[src/rtl/load_use_stall_ctrl.sv]
// Load-use hazard controller for the ID stage: detects a load destination read by IF/ID,
// holds the front end for LOAD_LAT cycles, lets branch flushes pre-empt, and counts events.
module load_use_stall_ctrl #(
  parameter int unsigned REG_ADDR_W = 5,
  parameter int unsigned LOAD_LAT   = 1,
  parameter int unsigned CNT_W      = 16
) (
  input  logic                  clk_i,
  input  logic                  rst_i,
  input  logic [REG_ADDR_W-1:0] RS_addr_IFID_i,
  input  logic [REG_ADDR_W-1:0] RT_addr_IFID_i,
  input  logic                  RS_used_i,
  input  logic                  RT_used_i,
  input  logic [REG_ADDR_W-1:0] RT_addr_IDEX_i,
  input  logic                  MemRead_IDEX_i,
  input  logic                  Branch_flush_i,
  output logic                  Haz_pc_o,
  output logic                  Haz_IFID_o,
  output logic                  Haz_IF_Flush_o,
  output logic                  Haz_ID_Flush_o,
  output logic                  Haz_EX_Flush_o,
  output logic                  stall_busy_o,
  output logic [CNT_W-1:0]      stall_cycles_o,
  output logic [CNT_W-1:0]      lu_events_o
);

  localparam int unsigned CNT_LAT_W = 4;

  typedef enum logic {
    IDLE  = 1'b0,
    STALL = 1'b1
  } state_e;

  state_e                state_q, state_d;
  logic [CNT_LAT_W-1:0]  cnt_q, cnt_d;
  logic [REG_ADDR_W-1:0] pend_q, pend_d;
  logic [CNT_W-1:0]      stall_cycles_q, stall_cycles_d;
  logic [CNT_W-1:0]      lu_events_q, lu_events_d;
  logic                  hit;
  logic                  lu_inc;

  // Register 0 is hardwired, so a load targeting it never creates a dependency.
  assign hit = MemRead_IDEX_i && (RT_addr_IDEX_i != '0) &&
               ((RS_used_i && (RS_addr_IFID_i == RT_addr_IDEX_i)) ||
                (RT_used_i && (RT_addr_IFID_i == RT_addr_IDEX_i)));

  // Next state and Mealy hazard outputs; flush pre-empts any stall.
  always_comb begin
    state_d        = state_q;
    cnt_d          = cnt_q;
    pend_d         = pend_q;
    lu_inc         = 1'b0;
    Haz_pc_o       = 1'b1;
    Haz_IFID_o     = 1'b0;
    Haz_IF_Flush_o = 1'b0;
    Haz_ID_Flush_o = 1'b0;
    Haz_EX_Flush_o = 1'b0;
    if (rst_i) begin
      state_d = IDLE;
      cnt_d   = '0;
      pend_d  = '0;
    end else if (Branch_flush_i) begin
      Haz_IF_Flush_o = 1'b1;
      Haz_ID_Flush_o = 1'b1;
      Haz_EX_Flush_o = 1'b1;
      state_d        = IDLE;
      cnt_d          = '0;
    end else begin
      case (state_q)
        IDLE: begin
          if (hit) begin
            Haz_pc_o       = 1'b0;
            Haz_IFID_o     = 1'b1;
            Haz_ID_Flush_o = 1'b1;
            lu_inc         = 1'b1;
            if (LOAD_LAT > 1) begin
              state_d = STALL;
              cnt_d   = CNT_LAT_W'(LOAD_LAT - 1);
              pend_d  = RT_addr_IDEX_i;
            end
          end
        end
        STALL: begin
          Haz_pc_o       = 1'b0;
          Haz_IFID_o     = 1'b1;
          Haz_ID_Flush_o = 1'b1;
          cnt_d          = cnt_q - CNT_LAT_W'(1);
          if (cnt_q == CNT_LAT_W'(1)) begin
            state_d = IDLE;
          end
        end
        default: begin
          state_d = IDLE;
          cnt_d   = '0;
        end
      endcase
    end
  end

  // Saturating performance counters.
  always_comb begin
    stall_cycles_d = stall_cycles_q;
    lu_events_d    = lu_events_q;
    if (rst_i) begin
      stall_cycles_d = '0;
      lu_events_d    = '0;
    end else begin
      if (!Haz_pc_o && (stall_cycles_q != '1)) begin
        stall_cycles_d = stall_cycles_q + CNT_W'(1);
      end
      if (lu_inc && (lu_events_q != '1)) begin
        lu_events_d = lu_events_q + CNT_W'(1);
      end
    end
  end

  always_ff @(posedge clk_i) begin
    state_q        <= state_d;
    cnt_q          <= cnt_d;
    pend_q         <= pend_d;
    stall_cycles_q <= stall_cycles_d;
    lu_events_q    <= lu_events_d;
  end

  assign stall_busy_o   = (state_q == STALL);
  assign stall_cycles_o = stall_cycles_q;
  assign lu_events_o    = lu_events_q;

endmodule

[config.mk]
export PLATFORM = sky130hd
export DESIGN_NAME = load_use_stall_ctrl
export DESIGN_NICKNAME = d
export VERILOG_FILES = /design/src/rtl/load_use_stall_ctrl.sv
export SDC_FILE = /design/constraint.sdc
export NUM_CORES = 1
export LEC_CHECK = 0
export BUFFER_PORTS_ARGS = -buffer_cell sky130_fd_sc_hd__buf_2
export CORE_MARGIN = 1.5
export CORE_UTILIZATION = 51
export CTS_CLUSTER_SIZE = 30
export DETAILED_ROUTE_END_ITERATION = 10
export GPL_ROUTABILITY_DRIVEN = 0
export PLACE_DENSITY = 0.79
export SYNTH_ARGS = -nofsm -noshare
export SYNTH_HDL_FRONTEND = slang
export SYNTH_SLANG_ARGS = --single-unit
export TNS_END_PERCENT = 50
[constraint.sdc]
create_clock -name clk_i -period 2.3 [get_ports clk_i]
set_input_delay 0.115 -clock clk_i [delete_from_list [all_inputs] [get_ports clk_i]]
set_output_delay 0.115 -clock clk_i [all_outputs]
set_load 0.05 [all_outputs]
==> Word level (Yosys, flattened, before mapping) <==
Index checks and enable logic that the tools add are counted.
{ "op_classes": {"add_sub_neg": 3, "n_mul": 0, "div_mod_pow": 0, "magnitude_cmp": 0, "eq_ne": 5, "shift": 0, "mux": 16, "bitwise_logic": 1, "n_reduce_logical": 11} }
{ "op_table": {"columns": ["operator", "count"], "rows": [
  ["$add 16x1->16 const B", 2],
  ["$ne 16x16->1 const B", 2],
  ["$mux 1", 14],
  ["$eq 5x5->1", 2],
  ["$logic_and 1x1->1", 6],
  ["$reduce_bool 5->1", 1],
  ["$eq 4x1->1 const B", 1],
  ["$pmux 1 s2", 2],
  ["$sub 4x1->4 const B", 1],
  ["$reduce_or 3->1", 1],
  ["$reduce_or 2->1", 1],
  ["$logic_not 1->1", 1],
  ["$logic_or 1x1->1", 1],
  ["$not 1->1", 1]
]} }
{ "totals": {"regBits": 37, "latch_bits": 0, "mem_bits_rw": 0, "romBits": 0, "inputBits": 21, "out_inout_bits": 38, "word_cells": 40, "memories": 0} }

==> Depth between registers and ports, before layout <==
{ "depth": {"word_depth": 10, "depth_mapped": 8, "ltp_nobuf": 7} }

==> Worst setup path before layout <==
No wires, ideal clock.
{ "synth_timing": {"path_kind": "register to register", "from": "reg lu_events_q[5], in the netlist lu_events_o[5]", "to": "reg lu_events_q[13], in the netlist lu_events_o[13]", "setup_time_ns": 0.123, "arrival_ns": 2.201, "t_required_ns": 2.177, "slack_ns": -0.025, "stages_incl_launch_ff": 8, "n_path_buf": 1, "synth_period_minus_slack_ns": 2.325, "cell_sequence": "dfxtp_1 and4_1 nand4_1 o311a_1 nand3_1 buf_4 nor4_1 mux2_1"} }
{ "synth_via": {"elab_chain_len": 2, "elab_cells_between_ends": 3, "classes_between": "1 x add/sub; 1 x eq/ne; 1 x reduce/logical"} }
{ "synth_lines": {"columns": ["item", "line", "rtl"], "rows": [
  ["start, declared", "38", "logic [CNT_W-1:0] lu_events_q, lu_events_d;"],
  ["start signal, assigned", "122", "lu_events_q <= lu_events_d;"],
  ["parallel branches: the longest is 2 deep, another holds $add 16x1->16", null, null]
]} }
Parallel ways; which one is timed is not known.
A chain may end at the register's enable or synchronous reset.

==> Worst setup path after layout <==
{ "layout_timing": {"from": "reg lu_events_q[0], in the netlist lu_events_o[0]", "to": "reg lu_events_q[11], in the netlist lu_events_o[11]"} }
The elaborated chain is that of the path after synthesis.

==> results by stage <==
Timing:
- The worst clock skew on the final layout is 0.00685 ns.
- After layout, the worst setup slack is 0.245 ns.
- The final number of max-transition violations came to 0.
- The slew of the pin with the lowest slew margin is 0.445 ns.
- The fraction of the cycle the final worst path needs is 89.4%.
- The time the final worst path needs with I/O delays and setup is 2.06 ns.
- The final hold violation count is 0.
- For the final routed database, the setup TNS stands at 0 ns.
- In this run the tightest slew margin relative to its limit is 70.3%.
- The number of endpoints failing setup at the final stage is 0.
- Setup repair after global routing left no endpoint under its margin.
- The maximum clock rate is 0.487 GHz.

Power and ir drop:
- VDD sags by at most 0.425 mV.
- Dividing total power by cell area gives a power density of 495 nW/µm².
- Summed over all cells, the static leakage comes to 0.932 nW.

Critical path:
- The slowest stage of the critical path belongs to the cell or4_1.
- The worst register-to-register path begins at lu_events_o[0]$_SDFFE_PP0P_.
- The worst setup path is captured at a register.
- The required time of the worst setup path is 2.52 ns.
- The depth of the worst register-to-register path is 8.
- The critical-path maximum fanout is 9.
- The setup slack on the worst flop-to-flop path is 0.24 ns.
- Traced cell by cell, the critical path runs through ha_1, and3_1, nand2_1, o311a_1, nand3_2, buf_4, or4_1, a21oi_1.
- The setup path with the least slack is of type register to register.
- The largest single stage delay on the critical path is 0.47 ns.
- The signal arrival time at the worst endpoint is 2.27 ns.
- The worst register-to-register path ends at lu_events_o[11]$_SDFFE_PP0P_.
- The worst setup path is launched from a register.

Synth:
- Synthesis inferred 37 register bits.
- Synthesis produced a netlist whose cell count is 232.
- Yosys mapped the design onto 40 distinct sky130hd cell types.
- In this run the cell area of the synthesized design comes to 1940 µm².
- Yosys printed 0 warnings.
- In this run the mean area of a mapped cell was 8.38 µm².
- When the netlist entered floorplanning its net count stood at 257.
- The post-synthesis sequential area ratio is 38.1%.

Clock network:
- The root buffer selected by CTS is clkbuf_8.
- The deepest level of the CTS H-tree is 2.
- The maximum buffer depth of the clock tree is 2.
- The CTS tree is done.
- TritonCTS created 5 clock buffers.
- The CTS clock-pin slew for the worst setup and hold paths is 0.07 ns.
- The later pin in the worst-skew pair is clocked with a latency of 0.29 ns.
- For this design, the sink count on the clock tree is 37.
- The number of hold buffers added after CTS was 0.
- The buffers inserted during post-CTS setup optimization is 0.

Drt:
- The ratio of routed vias to standard cells is 5.54.
- In this run the remaining antenna-violating nets after routing total 0.
- The first TritonRoute pass finished after 4 iterations.
- The total via count in the routed design is 1888.
- The routed wire length per instance is 12.9 µm.
- In the routed design, unresolved DRC markers number 0.
- The total wirelength of the detailed-routed design is 4380 µm.
- The violation count after the first detailed-routing iteration is 70.

Layout:
- The signed area change from the synthesized netlist to the final layout is 20.7%.
- The antenna diode instance count is 0.
- The net total in the final layout is 317.
- The fraction of final layout cells sized beyond drive strength 1 is 25.3%.

Placement:
- The HPWL after detailed placement is 3220 µm.
- Timing analysis after detailed placement gives a worst setup slack of 0.248 ns.
- The number of I/O port buffers is 58.

Hold path:
- The worst hold path belongs to the class primary input to register.
- The instance count along the most critical hold path is 4.
- The hold path endpoint is cnt_q[2]$_SDFFE_PP0P_.
- The startpoint of the worst hold path is Branch_flush_i.

Floorplanning:
- The die span in y is 64.7 µm.
- The die covers 4190 µm².
- The chip width is 64.7 µm.
- The starting density of the core is 53.1%.
- For this design the top-level I/O count stands at 59.
- The floorplan has 22 rows.
- The standard cell core area is 3660 µm².

Global routing:
- The number of antenna violations at the first check in global routing is 0.
- The wire length of the first global-routing pass is 7210 µm.
- Global routing finished with a remaining overflow of 0.
- The via count of the first global-routing pass is 1627.
- The global router's overall resource usage is 21.7%.
- The pin count of the biggest net entering global routing is 32.

Job:
- The max-cap check violation count is 0.

Status:
- The flow ran to the end, and the final reports show no timing, DRC or antenna violations.
==> metrics by stage <==
step                      hold slack [ns]  power [mW]  std cells  utilization (%)  instance area, µm²
after CTS                           0.274        1.17        341             63.9                2340
after global routing                0.316        1.20        341             64.1                2350
after floorplan                     0.332       0.709        232                -                1950
after global placement              0.480       0.742        333             61.8                2260
final                               0.292        1.16        341             64.1                2350
after detailed placement            0.488       0.744        333             61.8                2260
==> cell families (layout without fill, tap and decap cells) <==
logic type	after synthesis	after routing	share of synthesized area [%]
simple gates	98	98	26.8
compound gates	52	52	16.5
flops	37	37	38.1
buf+inv	18	79	5.15
xor+xnor	17	17	7.66
mux	6	6	3.22
fa+ha+maj	4	4	2.58
==> state kept, by name, indices dropped and copies added, names as in the netlist <==
| name | flops |
|---|---|
| cnt_q | 4 |
| lu_events_o | 16 |
| stall_busy_o | 1 |
| stall_cycles_o | 16 |
==> cells in the mapped netlist, drive strengths merged <==
cell | count | area (µm²)
nor2 | 17 | 63.8
nor2b | 2 | 12.5
and4 | 4 | 35.0
inv | 9 | 33.8
ha | 4 | 50.1
o311a | 1 | 10.0
a21oi | 21 | 105
o22ai | 1 | 12.5
o41ai | 1 | 8.76
nand4 | 12 | 75.1
nor3 | 3 | 15.0
o21a | 5 | 37.5
o221ai | 1 | 8.76
o21ai | 13 | 65.1
mux2i | 4 | 40.0
o31ai | 5 | 37.5
nand3 | 9 | 45.0
and3 | 5 | 31.3
nor4 | 2 | 12.5
or3 | 14 | 87.6
and2 | 1 | 6.26
mux2 | 2 | 22.5
or4 | 6 | 45.0
buf | 6 | 55.0
o221a | 1 | 11.3
xor2 | 3 | 26.3
a211oi | 2 | 15.0
or2 | 1 | 6.26
xnor2 | 14 | 123
o311ai | 1 | 8.76
dfxtp | 37 | 741
clkbuf | 3 | 11.3
nand2 | 22 | 85.1
==> repair_timing <==
| action | CTS | global route |
|---|---|---|
| resized for setup | 0 | 1 |
| endpoints found under the hold margin | 0 | 0 |
| setup endpoints to repair | 0 | 1 |
==> cells in the final DEF (no fill, tap or decap), drive strengths merged, types with 3 or more instances in the layout <==
cell type,netlist,final
o21ai,13,13
buf,6,62
a21oi,21,21
xnor2,14,14
or3,14,14
nor3,3,3
nor2,17,17
nand4,12,12
o21a,5,5
mux2i,4,4
clkbuf,3,8
and3,5,5
o31ai,5,5
dfxtp,37,37
or4,6,6
nand3,9,9
inv,9,9
and4,4,4
nand2,22,22
ha,4,4
xor2,3,3
==> critical path: cells and delay by family, from the launching register on <==
family                   cells  cell delay [ns]
adder cells (fa/ha/maj)      1             0.22
AND/OR/NAND/NOR              4             0.85
flip-flops                   1             0.35
buffers and inverters        1             0.18
AO/OA/AOI/OAI                2             0.38
==> worst max-delay path by stage <==
stage                                      startpoint  cells after the start                      endpoint
final                     lu_events_o[0]$_SDFFE_PP0P_                      8  lu_events_o[11]$_SDFFE_PP0P_
after global routing      lu_events_o[0]$_SDFFE_PP0P_                      8   lu_events_o[9]$_SDFFE_PP0P_
after CTS                 lu_events_o[0]$_SDFFE_PP0P_                      8  lu_events_o[11]$_SDFFE_PP0P_
after detailed placement  lu_events_o[0]$_SDFFE_PP0P_                      8  lu_events_o[11]$_SDFFE_PP0P_
after global placement    lu_events_o[7]$_SDFFE_PP0P_                      7   lu_events_o[9]$_SDFFE_PP0P_
after floorplan           lu_events_o[4]$_SDFFE_PP0P_                      7  lu_events_o[13]$_SDFFE_PP0P_
==> metal layers <==
layer | GRT usage (%) | wire length, µm | up-vias
li1 | - | - | 967
met1 | 28.3 | 2140 | 864
met2 | 33.6 | 1920 | 48
met3 | 5.21 | 226 | 9
met4 | 10.6 | 99 | 0
met5 | 0 | 0 | -
==> report_power, final <==
group	leakage (nW)	switching (mW)	total, mW	internal (mW)
clock network	0.0395	0.217	0.432	0.215
registers	0.298	0.000341	0.641	0.641
logic	0.594	0.0545	0.0892	0.0347
==> area by class of cell <==
cell class / count / area, µm²
Timing Repair Buffer: 62 / 320
Tap cell: 48 / 60.1
Clock buffer: 8 / 80.1
Inverter: 9 / 33.8
Multi-Input combinational cell: 177 / 1110
Fill cell: 327 / 1320
Sequential cell: 37 / 742
No activity file was read; power rests on OpenSTA's default activity.
